File: src/rtl/ccd_row_framer_if.sv
// Bundle of the row framer's control, pixel-byte and tx FIFO write signals.
// master drives the readout side and the tx FIFO full flag; slave is the framer.
interface ccd_row_framer_if;
    logic        row_start;
    logic [15:0] row_index;
    logic        byte_valid;
    logic        byte_hi;
    logic [7:0]  ad_byte;
    logic        clear;
    logic        wfull;
    logic [7:0]  wdata;
    logic        winc;
    logic        busy;
    logic        overflow;
    logic        sync_err;
    logic        row_err;

    modport master (
        output row_start, row_index, byte_valid, byte_hi, ad_byte, clear, wfull,
        input  wdata, winc, busy, overflow, sync_err, row_err
    );

    modport slave (
        input  row_start, row_index, byte_valid, byte_hi, ad_byte, clear, wfull,
        output wdata, winc, busy, overflow, sync_err, row_err
    );
endinterface

File: src/rtl/ccd_row_framer.sv
// Row framer: assembles 16-bit AD9826 pixels from MSB/LSB byte strobes into a
// small pixel FIFO and emits one packet per row (header, row index, pixels),
// padding pixels lost to overflow so every packet has exactly ROW_PIXELS pixels.
//
// Write handshake: wdata/winc are registered. A byte is launched (winc=1 for
// exactly one cycle) only from a clock edge at which wfull=0; while wfull=1
// the emitter holds its state, so no byte is lost or repeated.
module ccd_row_framer #(
    parameter logic [15:0] ROW_PIXELS     = 16'd2184,
    parameter logic [7:0]  ROW_HEADER     = 8'hC1,
    parameter logic [15:0] PAD_PIXEL      = 16'hFFFF,
    parameter int          PIX_DEPTH_LOG2 = 4
) (
    input  logic              clk,
    input  logic              rst,
    ccd_row_framer_if.slave   bus,
    output logic [2:0]        o_dbg_state
);
    localparam int DEPTH = 1 << PIX_DEPTH_LOG2;
    localparam logic [PIX_DEPTH_LOG2:0]   FIFO_FULL_CNT = {1'b1, {PIX_DEPTH_LOG2{1'b0}}};
    localparam logic [PIX_DEPTH_LOG2-1:0] PTR_ONE       = 1;
    localparam logic [PIX_DEPTH_LOG2:0]   CNT_ONE       = 1;

    typedef enum logic [2:0] {
        S_IDLE   = 3'd0,
        S_HDR    = 3'd1,
        S_IDX_HI = 3'd2,
        S_IDX_LO = 3'd3,
        S_PIX_HI = 3'd4,
        S_PIX_LO = 3'd5
    } state_t;

    state_t r_state, w_state_nxt;

    // Capture side
    logic [15:0] r_row_index;
    logic        r_capture;
    logic        r_have_msb;
    logic [7:0]  r_msb;
    logic [15:0] r_cap_cnt;

    // Emit side
    logic [15:0] r_emit_cnt, w_emit_nxt;
    logic [7:0]  r_pix_lo, w_pix_lo_nxt;
    logic [7:0]  r_wdata, w_wdata_nxt;
    logic        r_winc, w_winc_nxt;

    // Sticky flags
    logic r_overflow, r_sync_err, r_row_err;

    // Pixel FIFO
    logic [15:0]               r_mem [DEPTH];
    logic [PIX_DEPTH_LOG2-1:0] r_wptr, r_rptr;
    logic [PIX_DEPTH_LOG2:0]   r_count;

    logic        w_busy, w_accept, w_row_err_set;
    logic        w_cap_en, w_have_msb_eff;
    logic [15:0] w_cnt_eff, w_cnt_inc, w_emit_inc;
    logic        w_push, w_pop, w_store, w_sync_set, w_ovf_set;
    logic        w_fifo_full, w_fifo_empty;
    logic [15:0] w_pixel, w_fifo_rdata;

    assign w_busy        = (r_state != S_IDLE);
    assign w_accept      = bus.row_start & ~w_busy;
    assign w_row_err_set = bus.row_start & w_busy;

    // A byte arriving with an accepted row_start belongs to the new row, so it
    // sees a fresh capture state rather than the registered one.
    assign w_cap_en       = r_capture | w_accept;
    assign w_have_msb_eff = w_accept ? 1'b0 : r_have_msb;
    assign w_cnt_eff      = w_accept ? 16'd0 : r_cap_cnt;
    assign w_cnt_inc      = w_cnt_eff + 16'd1;
    assign w_emit_inc     = r_emit_cnt + 16'd1;
    assign w_pixel        = {r_msb, bus.ad_byte};

    assign w_fifo_full  = (r_count == FIFO_FULL_CNT);
    assign w_fifo_empty = (r_count == '0);
    assign w_fifo_rdata = r_mem[r_rptr];

    // A pop in the same cycle frees a slot, so a push into a full FIFO still fits.
    assign w_store   = w_push & (~w_fifo_full | w_pop);
    assign w_ovf_set = w_push & w_fifo_full & ~w_pop;

    // Byte classification: decide push and ordering error for this cycle.
    always_comb begin
        w_push     = 1'b0;
        w_sync_set = 1'b0;
        if (bus.byte_valid && w_cap_en) begin
            if (bus.byte_hi) begin
                w_sync_set = w_have_msb_eff;
            end else if (w_have_msb_eff) begin
                w_push = 1'b1;
            end else begin
                w_sync_set = 1'b1;
            end
        end
    end

    // Capture state: row latch, MSB holding register and capture counter.
    always_ff @(posedge clk or posedge rst) begin
        if (rst) begin
            r_row_index <= 16'd0;
            r_capture   <= 1'b0;
            r_have_msb  <= 1'b0;
            r_msb       <= 8'd0;
            r_cap_cnt   <= 16'd0;
        end else begin
            if (w_accept) begin
                r_row_index <= bus.row_index;
                r_capture   <= 1'b1;
                r_cap_cnt   <= 16'd0;
                r_have_msb  <= 1'b0;
            end
            if (bus.byte_valid && w_cap_en) begin
                if (bus.byte_hi) begin
                    r_msb      <= bus.ad_byte;
                    r_have_msb <= 1'b1;
                end else if (w_have_msb_eff) begin
                    // Dropped pixels still count, so capture always ends on time.
                    r_have_msb <= 1'b0;
                    r_cap_cnt  <= w_cnt_inc;
                    if (w_cnt_inc == ROW_PIXELS) begin
                        r_capture <= 1'b0;
                    end
                end
            end
        end
    end

    // Pixel FIFO storage; contents need no reset since pointers gate reads.
    always_ff @(posedge clk) begin
        if (w_store) begin
            r_mem[r_wptr] <= w_pixel;
        end
    end

    // Pixel FIFO pointers and occupancy.
    always_ff @(posedge clk or posedge rst) begin
        if (rst) begin
            r_wptr  <= '0;
            r_rptr  <= '0;
            r_count <= '0;
        end else begin
            if (w_store) begin
                r_wptr <= r_wptr + PTR_ONE;
            end
            if (w_pop) begin
                r_rptr <= r_rptr + PTR_ONE;
            end
            case ({w_store, w_pop})
                2'b10:   r_count <= r_count + CNT_ONE;
                2'b01:   r_count <= r_count - CNT_ONE;
                default: r_count <= r_count;
            endcase
        end
    end

    // Emitter next state and next output byte; every step waits on wfull.
    always_comb begin
        w_state_nxt  = r_state;
        w_winc_nxt   = 1'b0;
        w_wdata_nxt  = r_wdata;
        w_pop        = 1'b0;
        w_pix_lo_nxt = r_pix_lo;
        w_emit_nxt   = r_emit_cnt;
        case (r_state)
            S_IDLE: begin
                if (w_accept) begin
                    w_state_nxt = S_HDR;
                    w_emit_nxt  = 16'd0;
                end
            end
            S_HDR: begin
                if (!bus.wfull) begin
                    w_winc_nxt  = 1'b1;
                    w_wdata_nxt = ROW_HEADER;
                    w_state_nxt = S_IDX_HI;
                end
            end
            S_IDX_HI: begin
                if (!bus.wfull) begin
                    w_winc_nxt  = 1'b1;
                    w_wdata_nxt = r_row_index[15:8];
                    w_state_nxt = S_IDX_LO;
                end
            end
            S_IDX_LO: begin
                if (!bus.wfull) begin
                    w_winc_nxt  = 1'b1;
                    w_wdata_nxt = r_row_index[7:0];
                    w_state_nxt = S_PIX_HI;
                end
            end
            S_PIX_HI: begin
                if (!bus.wfull) begin
                    if (!w_fifo_empty) begin
                        w_pop        = 1'b1;
                        w_winc_nxt   = 1'b1;
                        w_wdata_nxt  = w_fifo_rdata[15:8];
                        w_pix_lo_nxt = w_fifo_rdata[7:0];
                        w_state_nxt  = S_PIX_LO;
                    end else if (!r_capture && (r_emit_cnt != ROW_PIXELS)) begin
                        // Capture is over and the FIFO is drained: the rest were lost.
                        w_winc_nxt   = 1'b1;
                        w_wdata_nxt  = PAD_PIXEL[15:8];
                        w_pix_lo_nxt = PAD_PIXEL[7:0];
                        w_state_nxt  = S_PIX_LO;
                    end
                end
            end
            S_PIX_LO: begin
                if (!bus.wfull) begin
                    w_winc_nxt  = 1'b1;
                    w_wdata_nxt = r_pix_lo;
                    w_emit_nxt  = w_emit_inc;
                    w_state_nxt = (w_emit_inc == ROW_PIXELS) ? S_IDLE : S_PIX_HI;
                end
            end
            default: begin
                w_state_nxt = S_IDLE;
            end
        endcase
    end

    // Emitter state register and registered write port.
    always_ff @(posedge clk or posedge rst) begin
        if (rst) begin
            r_state    <= S_IDLE;
            r_winc     <= 1'b0;
            r_wdata    <= 8'd0;
            r_pix_lo   <= 8'd0;
            r_emit_cnt <= 16'd0;
        end else begin
            r_state    <= w_state_nxt;
            r_winc     <= w_winc_nxt;
            r_wdata    <= w_wdata_nxt;
            r_pix_lo   <= w_pix_lo_nxt;
            r_emit_cnt <= w_emit_nxt;
        end
    end

    // Sticky error flags; a new error in the same cycle as clear wins.
    always_ff @(posedge clk or posedge rst) begin
        if (rst) begin
            r_overflow <= 1'b0;
            r_sync_err <= 1'b0;
            r_row_err  <= 1'b0;
        end else begin
            r_overflow <= (r_overflow & ~bus.clear) | w_ovf_set;
            r_sync_err <= (r_sync_err & ~bus.clear) | w_sync_set;
            r_row_err  <= (r_row_err  & ~bus.clear) | w_row_err_set;
        end
    end

    assign bus.wdata    = r_wdata;
    assign bus.winc     = r_winc;
    assign bus.busy     = w_busy;
    assign bus.overflow = r_overflow;
    assign bus.sync_err = r_sync_err;
    assign bus.row_err  = r_row_err;
    assign o_dbg_state  = r_state;
endmodule

File: src/flat_wrapper.sv
// flat-port wrapper written by rule: the top's interface ports become plain ports
module ccd_row_framer_flat 
#(
    parameter logic [15:0] ROW_PIXELS     = 16'd2184,
    parameter logic [7:0]  ROW_HEADER     = 8'hC1,
    parameter logic [15:0] PAD_PIXEL      = 16'hFFFF,
    parameter int          PIX_DEPTH_LOG2 = 4
)
  (clk, rst, o_dbg_state, bus_row_start, bus_row_index, bus_byte_valid, bus_byte_hi, bus_ad_byte, bus_clear, bus_wfull, bus_wdata, bus_winc, bus_busy, bus_overflow, bus_sync_err, bus_row_err);
  ccd_row_framer_if bus_i ();
  input  logic clk;
  input  logic rst;
  output logic [2:0] o_dbg_state;
  input wire logic [$bits(bus_i.row_start)-1:0] bus_row_start;
  input wire logic [$bits(bus_i.row_index)-1:0] bus_row_index;
  input wire logic [$bits(bus_i.byte_valid)-1:0] bus_byte_valid;
  input wire logic [$bits(bus_i.byte_hi)-1:0] bus_byte_hi;
  input wire logic [$bits(bus_i.ad_byte)-1:0] bus_ad_byte;
  input wire logic [$bits(bus_i.clear)-1:0] bus_clear;
  input wire logic [$bits(bus_i.wfull)-1:0] bus_wfull;
  output wire logic [$bits(bus_i.wdata)-1:0] bus_wdata;
  output wire logic [$bits(bus_i.winc)-1:0] bus_winc;
  output wire logic [$bits(bus_i.busy)-1:0] bus_busy;
  output wire logic [$bits(bus_i.overflow)-1:0] bus_overflow;
  output wire logic [$bits(bus_i.sync_err)-1:0] bus_sync_err;
  output wire logic [$bits(bus_i.row_err)-1:0] bus_row_err;
  assign bus_i.row_start = bus_row_start;
  assign bus_i.row_index = bus_row_index;
  assign bus_i.byte_valid = bus_byte_valid;
  assign bus_i.byte_hi = bus_byte_hi;
  assign bus_i.ad_byte = bus_ad_byte;
  assign bus_i.clear = bus_clear;
  assign bus_i.wfull = bus_wfull;
  assign bus_wdata = bus_i.wdata;
  assign bus_winc = bus_i.winc;
  assign bus_busy = bus_i.busy;
  assign bus_overflow = bus_i.overflow;
  assign bus_sync_err = bus_i.sync_err;
  assign bus_row_err = bus_i.row_err;
  ccd_row_framer #(.ROW_PIXELS(ROW_PIXELS), .ROW_HEADER(ROW_HEADER), .PAD_PIXEL(PAD_PIXEL), .PIX_DEPTH_LOG2(PIX_DEPTH_LOG2)) u_core (.clk(clk), .rst(rst), .bus(bus_i), .o_dbg_state(o_dbg_state));
endmodule
File: config.mk
export PLATFORM = sky130hd
export DESIGN_NAME = ccd_row_framer_flat
export DESIGN_NICKNAME = d
export VERILOG_FILES = /design/src/rtl/ccd_row_framer_if.sv /design/src/rtl/ccd_row_framer.sv /design/src/flat_wrapper.sv
export SDC_FILE = /design/constraint.sdc
export NUM_CORES = 1
export LEC_CHECK = 0
export BUFFER_PORTS_ARGS = -buffer_cell sky130_fd_sc_hd__buf_4
export CAP_MARGIN = 20
export CORE_MARGIN = 2
export CORE_UTILIZATION = 58
export CTS_BUF_LIST = sky130_fd_sc_hd__clkbuf_16
export DETAILED_ROUTE_END_ITERATION = 7
export PLACE_DENSITY = 0.8
export SLEW_MARGIN = 20
export SYNTH_ARGS = -nofsm -noshare
export SYNTH_HDL_FRONTEND = slang
export SYNTH_SLANG_ARGS = --single-unit
File: constraint.sdc
create_clock -name clk -period 4.7 [get_ports clk]
set_input_delay 0.94 -clock clk [delete_from_list [all_inputs] [get_ports clk]]
set_output_delay 0.94 -clock clk [all_outputs]
set_load 0.01 [all_outputs]
==> impl_results.md <==
- Fin util: 66.93%
- Antenna viol nets, final: 0
- # setup viols final: 0
- Hold path startpoint: u_core.r_row_index[11]
- Hold depth: 2
- Compound-Gate Fraction of Synth Area: 4.491%
- R2R depth: 10
- Total number of vias: 8311
- Max_slew headroom: 25.52%
- Clk sinks: 350
- Worst r2r src: u_core.o_dbg_state[1]
- Crit start category: flip-flop
- Placed instance area: 15610 µm²
- Initial antenna violation count: 0
- Final Cell Area: 16760 µm²
- Synth unique cells: 60
- Global-route wire length before repair: 48.68 mm
- Initial DRC count: 902
- Starting Density: 58.76%
- Post_cts resized: 0
- Crit path DAT: 3.66 ns
- EDFF count, synth: 256
- Critical-path top delay cell: dfrtp_1
- Async set-or-reset flop fraction in the synthesized netlist: 26.86%
- Synth Register Bits: 350
- Synth Flop Type: edfxtp_1
- Die ar.: 26660 µm²
- Cell family with most CP delay: simple AND/OR/NAND/NOR gates
- Area Growth Syn to Fin: 13.91%
- Main combinational cell family by area after synthesis: multiplexers
- WL final: 31.32 mm
- # nets final: 1044
- Grt ovf: 0
- Max H-tree Level: 2
- Post-CTS Setup Inserts: 0
- Status: complete, no violations
- Post-synth top cells: edfxtp_1 (256), nand2_1 (98), dfrtp_1 (94), mux4_2 (74), nor2_1 (56)
- Fin. max-slew vios: 0
- CORE AREA: 25040 µm²
- Detailed Place HPWL: 19.90 mm
- Leakage: 6.067 nW
- Post-synthesis net count: 966
- Maximum net fanout on the critical path: 35
- Final hold violations: 0
- Hold Crit Endpoint: u_core.r_row_index[11]
- Fin crit share: 69.55%
- Boundary Pins: 47
- F_max: 305.9 MHz
- Die width: 163.3 µm
- Die height: 163.3 µm
- Clock-pin slew on the worst setup and hold paths: 0.06 ns
- Number of hold buffers added after CTS: 0
- Synth warn: 0
- Mapped Area: 14710 µm²
- RSZ-0062 raised after global routing: no
- Filler cells: 1648
- Peak supply drop: 378.6 µV
- Post-synthesis sequential area ratio: 68.24%
- Final Skew: 0.02136 ns
- Register-to-register setup slack: 1.43 ns
- Most frequent CP cell: nand3_1
- Fraction of layout instances using a drive strength above 1: 23.37%
- Leading area contributor after synthesis: edfxtp_1
- Final worst slack: 1.431 ns
- Syn_area_per_cell: 15.96 µm²
- Top-area cell type share of the netlist area: 52.25%
- Input/output buffers: 46
- Top-count cell post-synth: edfxtp_1
- Placer Congestion: 0.8318
- Critical Path RT: 5.10 ns
- WHS: 0.4766 ns
- Buf+Inv Stages, Crit Path: 1
- Number of global-route vias before repair: 8385
- GRT Total Usage: 24.26%
- Pre-Repair DR Iteration Count: 7
- Xor/xnor share of the synthesized area: 2.262%
- Setup TNS: 0 ns
- N_diodes: 0
- Vias per inst: 6.125
- Class of the worst hold path: reg -> reg
- TritonCTS Buffers: 36
- Clock latency on the worst-skew pair: 0.52 ns
- Fin crit period: 3.269 ns
- Simple-gate share of the synthesized area: 8.471%
- Root buffer cell: clkbuf_16
- DRC errors left: 0
- Mux contribution to synthesized area: 13.52%
- Largest net degree at the start of global routing: 65
- MaxCap Viol Count: 0
- Adder-Cell Fraction of Synth Area: 1.157%
- Wire per inst: 23.08 µm
- Cell Chain, Critical Path: nor4b_4 > buf_4 > nor2b_1 > ha_1 > and2_1 > and4_1 > or3_1 > nand3_1 > nand3_1 > o32a_1
- Site row count: 58
- Clock buffer depth: 3
- Worst Tran Pin Value: 1.117 ns
- PD cells: 537.3 nW/µm²
- Max incr delay on CP: 0.54 ns
- Setup CP Type: reg -> reg
- Reg-to-reg endpoint: u_core.r_capture
- TritonCTS clock tree: yes
- Synth area leaders: edfxtp_1 (52%), dfrtp_1 (16%), mux4_2 (11%), nand2_1 (2.5%), nor2_1 (1.4%)
- Post-synthesis cell count: 922
- DP Worst Slack: 1.070 ns
- Nature of the critical path endpoint: flip-flop
==> metrics by stage <==
stage	instances	power (mW)
after floorplan	922	5.586
after global placement	1292	6.196
after detailed placement	1292	6.282
after CTS	1357	9.060
after global routing	1357	9.397
final	1357	9.004
==> worst max path at each step <==
stage	start	to	slack, ns	cells past startpoint
finish	u_core.o_dbg_state[1]	u_core.r_capture	1.43	10
global route	u_core.o_dbg_state[1]	u_core.r_capture	1.22	10
CTS	u_core.o_dbg_state[1]	u_core.r_capture	1.46	10
detailed placement	bus_row_start	u_core.r_capture	1.07	11
global placement	bus_row_start	u_core.r_capture	1.17	11
floorplan	bus_row_start	u_core.r_mem[3][0]	0.88	8
==> layout by cell type (no fill, tap or decap), types with 6 or more instances in the layout <==
cell type,n
inv_1,28
clkbuf_16,36
a21oi_1,13
clkinv_2,6
nor3_1,7
xor2_1,19
nor2_1,55
mux4_2,74
xnor2_1,19
o21ai_0,21
ha_1,12
and2_1,8
o31ai_1,7
nor2b_1,9
mux2_2,18
nand2b_1,12
o22a_1,8
dfrtp_1,92
nand2_1,98
buf_4,86
mux2i_1,12
and3_1,6
edfxtp_1,256
and4_1,6
nand3_1,23
nand4_1,9
==> cell type report <==
class | count | area, µm² | area share (%)
flip-flops and latches | 350 | 10040 | 59.94
clock inverters | 29 | 249.0 | 1.486
multi-input cells | 507 | 4431 | 26.44
repair buffers | 86 | 645.6 | 3.853
inverters | 19 | 73.82 | 0.4405
clock buffers | 36 | 900.9 | 5.376
well taps | 330 | 412.9 | 2.464
==> layer usage <==
layer	track usage [%]	wire (µm)
met5	0	0
met1	34.08	12690
met3	3.809	2338
met4	6.677	722
met2	40.12	15570
==> tightest hold or removal path, cell delays in order (launching register included) <==
cell and delay (ns):
dfrtp_1 0.34, nand2_1 0.05, nand2_1 0.05
==> power by group <==
group	internal [mW]	switching, mW
Sequential	3.67	0.453
Clock	1.62	1.15
Combinational	1.10	1.00
Total	6.39	2.61
==> cells by family (layout without fill, tap and decap cells) <==
group | Yosys count | in the layout
DFF | 350 | 350
and+or+nand+nor | 259 | 259
AOI/OAI and AO/OA | 93 | 93
adders and majority gates | 13 | 13
muxes | 104 | 104
xor gates and xnor gates | 38 | 38
buffers and inverters | 65 | 170
==> flip-flops by register name, indices dropped and copies added (netlist names) <==
| signal | count |
|---|---|
| u_core.r_mem | 256 |
| u_core.r_cap_cnt | 16 |
| u_core.r_emit_cnt | 16 |
| u_core.r_row_index | 16 |
| u_core.bus.wdata | 8 |
| u_core.r_msb | 8 |
| u_core.r_pix_lo | 8 |
| u_core.r_count | 5 |
| u_core.r_rptr | 4 |
| u_core.r_wptr | 4 |
| u_core.o_dbg_state | 3 |
| u_core.bus.overflow | 1 |
| u_core.bus.row_err | 1 |
| u_core.bus.sync_err | 1 |
| u_core.bus.winc | 1 |
| u_core.r_capture | 1 |
| u_core.r_have_msb | 1 |
No activity file was read; power rests on OpenSTA's default activity.
